===== src/rtl/cmp_capture_reader.sv =====
// Captures {a, b} into a small FIFO whenever in_en & (a > b), drained through a valid/ready read port.
// Define CMP_CAPTURE_DROP_OLDEST_EN to overwrite the oldest entry instead of dropping the new one when full.
module cmp_capture_reader #(
    parameter int unsigned WIDTH = 8,
    parameter int unsigned DEPTH = 4,
    parameter int unsigned CNT_W = 3
) (
    input  logic             clk,
    input  logic             rst,
    input  logic             in_en,
    input  logic [WIDTH-1:0] a,
    input  logic [WIDTH-1:0] b,
    input  logic             rd_ready,
    input  logic             clr_ovf,
    output logic             rd_valid,
    output logic [WIDTH-1:0] rd_a,
    output logic [WIDTH-1:0] rd_b,
    output logic [CNT_W-1:0] count,
    output logic             full,
    output logic             overflow
);

    localparam int unsigned PTR_W = $clog2(DEPTH);

    logic [WIDTH-1:0] mem_a [DEPTH];
    logic [WIDTH-1:0] mem_b [DEPTH];
    logic [PTR_W-1:0] wr_ptr;
    logic [PTR_W-1:0] rd_ptr;

    logic push_c;
    logic pop_c;
    logic drop_c;
    logic do_wr_c;
    logic do_rd_c;

    // Status outputs decode registered state only.
    assign rd_valid = (count != '0);
    assign full     = (count == CNT_W'(DEPTH));
    assign rd_a     = rd_valid ? mem_a[rd_ptr] : '0;
    assign rd_b     = rd_valid ? mem_b[rd_ptr] : '0;

    always_comb begin
        push_c  = in_en & (a > b);
        pop_c   = rd_valid & rd_ready;
        drop_c  = push_c & full & ~pop_c;
`ifdef CMP_CAPTURE_DROP_OLDEST_EN
        // Full push without pop evicts the head so the newest pair is kept.
        do_wr_c = push_c;
        do_rd_c = pop_c | drop_c;
`else
        do_wr_c = push_c & (~full | pop_c);
        do_rd_c = pop_c;
`endif
    end

    always_ff @(posedge clk or negedge rst) begin
        if (!rst) begin
            wr_ptr   <= '0;
            rd_ptr   <= '0;
            count    <= '0;
            overflow <= 1'b0;
        end else begin
            if (do_wr_c) begin
                wr_ptr <= wr_ptr + PTR_W'(1);
            end
            if (do_rd_c) begin
                rd_ptr <= rd_ptr + PTR_W'(1);
            end
            count <= count + CNT_W'(do_wr_c) - CNT_W'(do_rd_c);
            // A new drop takes priority over a clear in the same cycle.
            if (drop_c) begin
                overflow <= 1'b1;
            end else if (clr_ovf) begin
                overflow <= 1'b0;
            end
        end
    end

    // Storage is deliberately left out of reset.
    always_ff @(posedge clk) begin
        if (do_wr_c) begin
            mem_a[wr_ptr] <= a;
            mem_b[wr_ptr] <= b;
        end
    end

endmodule

===== config.mk =====
export PLATFORM = sky130hd
export DESIGN_NAME = cmp_capture_reader
export DESIGN_NICKNAME = d
export VERILOG_FILES = /design/src/rtl/cmp_capture_reader.sv
export SDC_FILE = /design/constraint.sdc
export NUM_CORES = 1
export LEC_CHECK = 0
export BUFFER_PORTS_ARGS = -buffer_cell sky130_fd_sc_hd__buf_2
export CAP_MARGIN = 40
export CORE_MARGIN = 2
export CORE_UTILIZATION = 51
export DETAILED_ROUTE_END_ITERATION = 16
export PLACE_DENSITY = 0.77
export SLEW_MARGIN = 5
export SYNTH_ARGS = -nofsm -noshare
export SYNTH_HDL_FRONTEND = slang
export SYNTH_SLANG_ARGS = --single-unit

===== constraint.sdc =====
create_clock -name clk -period 2.2 [get_ports clk]
set_input_delay 0 -clock clk [delete_from_list [all_inputs] [get_ports clk]]
set_output_delay 0 -clock clk [all_outputs]
set_load 0.01 [all_outputs]

-- After elaboration in Yosys (flattened, before gate mapping)
Memory sizes are Yosys's and may differ from the RTL's.
Index checks and enable logic that the tools add are counted.
- bits in registers: 8
- bits in latches: 0
- RAM bits: 64
- bits in read-only memories: 0
- bits of input ports: 21
- output and inout port bits: 22
- logic and storage cells: 28
- memories kept: 2
- add/subtract/negate cells: 4
- multiply operators: 0
- divide/modulo/power cells: 0
- magnitude comparators: 1
- equal/unequal tests: 1
- shifts and indexed selects: 0
- multiplexer cells: 6
- bitwise operators: 8
- reduce and logical (&&, ||, !) cells: 2
- memories (memory ; words ; bits a word ; read ports ; clocked after Yosys merged registers in ; wr ports ; RTL line ; source):
    mem_a ; 4 ; 8 ; 1 ; 0 ; 1 ; 25 ; logic [WIDTH-1:0] mem_a [DEPTH];
    mem_b ; 4 ; 8 ; 1 ; 0 ; 1 ; 26 ; logic [WIDTH-1:0] mem_b [DEPTH];
- operators by type and width (kind ; count):
    8-bit 2-to-1 mux ; 2
    8-bit greater-than comparator ; 1
    1-bit AND ; 5
    2-bit by 1-bit adder with 2-bit output (second input constant) ; 2
    1-bit 2-to-1 mux ; 4
    3-bit by 1-bit adder with 3-bit output ; 1
    3-bit equality test (second input constant) ; 1
    3-bit nonzero test ; 1
    3-bit by 1-bit subtractor with 3-bit output ; 1
    1-bit NOT ; 2
    2-bit nonzero test ; 1
    1-bit bitwise OR ; 1

-- Longest topological paths before layout
- depth in word-level cells: 6
- gate-level depth with buffers: 12
- mapped depth without buffers: 12

-- Least setup slack after synthesis
Ideal clock, no wire load.
- kind: register -> register
- start point: register count[1]
- end point: register count[2]
- arrival time: 2.102 ns
- data required time: 2.074 ns
- setup slack: -0.028 ns
- cell stages (with the launch flop): 11
- path buffers: 1
- path through: dfrtp_1 -> or3_1 -> clkbuf_1 -> nand2_1 -> nor3_1 -> nand2b_1 -> ha_1 -> inv_1 -> fa_1 -> xnor2_1 -> xnor2_1
- word-level cells in the longest chain between the ends: 6
- elaborated cells between the ends (all ways): 8
- ends and longest elaborated chain (item ; RTL line ; source):
    start: declaration ; 18 ; output logic [CNT_W-1:0] count,
    start signal: assignment ; 69 ; count <= count + CNT_W'(do_wr_c) - CNT_W'(do_rd_c);
    3-bit nonzero test / 3-bit equality test (equally long branches) ; 37, 38 ;
    1-bit AND / 1-bit NOT (equally long branches) ; 44, 51 ;
    1-bit bitwise OR ; 51 ; do_wr_c = push_c & (~full | pop_c);
    1-bit AND ; 51 ;
    3-bit by 1-bit adder with 3-bit output ; 69 ;
    3-bit by 1-bit subtractor with 3-bit output * ; 69 ;
Every way passes the cells marked *; elsewhere a longest branch is shown, timed or not.
A chain may end at the register's enable or synchronous reset.

-- Worst setup path after layout
- start point: register count[2]
- end point: register count[2]
The elaborated chain is that of the path after synthesis.

==> flow_summary.json <==
{
  "pwr-share-comb_pct": 36.0,
  "viasPerCell": 5.09,
  "rsz0062_at_grt": "no",
  "r2r_slack_ns": 0.15,
  "setup_violations": 0,
  "stdcell_area_sq_mm": 0.00390,
  "synth_edf_count": 64,
  "chipWidth_microns": 82.4,
  "end_kind": "register",
  "crit_required_ns": 2.45,
  "cts_sinks": 72,
  "worst_pin_slew_ns": 0.320,
  "finalWirelength_microns": 5500,
  "p_leak_nw": 1.51,
  "synth_top_area_share_pct": 61.3,
  "total_power_mw": 4.33,
  "grt_max_degree": 17,
  "yosys.area.top_type": "edfxtp_1",
  "antenna_left": 0,
  "dieHeight_microns": 82.4,
  "synth_seq_cells": 72,
  "worstPathMaxFanout": 4,
  "p_clk_share_pct": 22.3,
  "port_buffers": 42,
  "path_class": "reg2reg",
  "timing.rr.start": "count[2]",
  "slew_viol_final": 0,
  "fin_crit_sh_pct": 93.0,
  "avgSynthCellArea_sq_um": 17.6,
  "finalSetupTns_ns": 0,
  "post_cts_buffers": 0,
  "vias": 1714,
  "cap_violations": 0,
  "clk_pin_slew_ns": 0.07,
  "r2r-end": "count[2]",
  "diodes": 0,
  "antenna_found_initial": 0,
  "timing.hold.ws_ns": 0.0295,
  "dr.first_iter.drc_count": 73,
  "placed_area_sq_mm": 0.00352,
  "hpwl_microns": 3530,
  "dieArea_sq_mm": 0.00679,
  "yosys-top-cells-count": "edfxtp_1, inv_1, and2_1, mux4_2, ha_1",
  "syn_to_final_growth_pct": 24.4,
  "wl_per_cell_microns": 16.3,
  "place.gp.congestion": 0.759,
  "drt_first_pass_iters": 4,
  "final.min_clock_period_ns": 2.05,
  "grt_pass1_wl_microns": 8640,
  "start_util_pct": 53.0,
  "hp-class": "in2async",
  "gr-total-overflow": 0,
  "clk_latency_ns": 0.33,
  "status": "completed",
  "yosysMostFrequentCell": "edfxtp_1",
  "max_freq_mhz": 489,
  "final-hold-violation-count": 0,
  "slew-limit-headroom_pct": 78.6,
  "yosysWarnings": 0,
  "coreArea_sq_mm": 0.00592,
  "worstSetupStartpointType": "register",
  "grt_pass1_vias": 1731,
  "utilization_pct": 65.9,
  "p_sw_share_pct": 29.4,
  "skew_ns": 0.00952,
  "layout-drive-gt1-share_pct": 35.9,
  "seq_area_frac_synth_pct": 67.7,
  "synthArstFlopShare_pct": 11.1,
  "r2r_cells": 9,
  "vdd_drop_max_v": 0.000862,
  "synth.area.top_cells": "edfxtp_1, mux4_2, dfrtp_1, ha_1, and2_1",
  "cts-root-buf": "clkbuf_8",
  "syn-num-nets": 213,
  "htreeDepth": 3,
  "final_nets": 292,
  "cts_made_buffers": 9,
  "syn-cell-area_sq_mm": 0.00314,
  "drc": 0,
  "switchingPower_mw": 1.28,
  "pin_count": 43,
  "clock_path_buffers": 2,
  "synthCells": 178,
  "worst_ep_arrival_time_ns": 2.30,
  "grt_use_total_pct": 18.3,
  "synth_cell_type_count": 32,
  "cellPowerDensity_mw_per_mm2": 1110,
  "pwr-share-seq_pct": 41.7,
  "rows": 28,
  "cts_tree": "yes",
  "p_int_mw": 3.06,
  "synthFlopType": "edfxtp_1"
}
[what timing repair did]
item / in CTS / in global routing
setup endpoints to repair: 0 / 1
gates resized for setup: 0 / 1
hold buffers: 19 / 0
endpoints found under the hold margin: 73 / 0
[area by class of cell]
type                       count  area [sq um]
sequential                    72          2120
fill                         413          2020
multi-input combinational     80           908
timing repair buffer          74           510
clock buffer                  16           190
tap                           75          93.8
inverter                      20          75.1
[metal layers]
layer	vias up	global-route usage [%]	share of wire (%)
met5	-	0	0
met4	0	7.33	1.7
met3	8	4.46	4.0
met2	33	30.5	52
met1	853	23.3	43
li1	820	-	-
[worst max-delay path, stage by stage (launching register included)]
cell and delay (ns):
dfrtp_1 0.41, or3_4 0.43, nor2_1 0.10, o22ai_1 0.07
nand2b_1 0.09, ha_1 0.14, inv_1 0.05, fa_1 0.37
xnor2_1 0.18, xnor2_1 0.13
[metrics by stage]
step	std cells	setup WS, ns
after floorplan	178	0.0440
after global placement	302	0.0417
after detailed placement	302	0.0114
after CTS	337	0.108
after global routing	337	0.00829
final	337	0.153
[kinds of logic (layout without fill, tap and decap cells)]
| family | count (synthesis) | in the layout | synth area share (%) |
|---|---|---|---|
| DFF | 72 | 72 | 67.7 |
| AOI/OAI and AO/OA | 10 | 10 | 3.27 |
| buffers and inverters | 26 | 110 | 3.55 |
| xor gates and xnor gates | 5 | 5 | 1.40 |
| adders and majority gates | 14 | 14 | 5.82 |
| and+or+nand+nor | 34 | 34 | 6.34 |
| muxes | 17 | 17 | 12.0 |
[power groups by stage]
stage	clock [mW]	combinational (mW)	sequential, mW
after floorplan	0	1.06	1.80
after global routing	1.04	1.72	1.83
after global placement	0	1.53	1.83
final	0.968	1.56	1.81
after detailed placement	0	1.55	1.84
after CTS	0.990	1.58	1.81
[state kept, by name, indices dropped and copies added, names as in the netlist]
signal and count:
rd_ptr 2, wr_ptr 2, overflow 1, mem_b 32, count 3, mem_a 32
[cells in the final DEF (no fill, tap or decap), types with 3 or more instances in the layout]
cell	instances
dfrtp_1	7
nor2_1	7
inv_1	20
buf_4	12
xnor2_1	5
mux4_2	16
edfxtp_1	64
dlygate4sd3_1	19
ha_1	13
buf_2	42
clkbuf_8	13
and2_1	16
clkbuf_1	3
nand2_1	4
[worst max path at each step]
stage | endpoint | start | slack, ns
4_1_cts | count[2] | count[2] | 0.11
5_1_grt | count[2] | count[2] | 0.008
3_3_place_gp | count[2] | b[3] | 0.04
3_5_place_dp | count[2] | b[1] | 0.01
6_report | count[2] | count[2] | 0.15
2_1_floorplan | count[2] | count[1] | 0.04
Note: power is estimated with default switching activity, not from simulation.
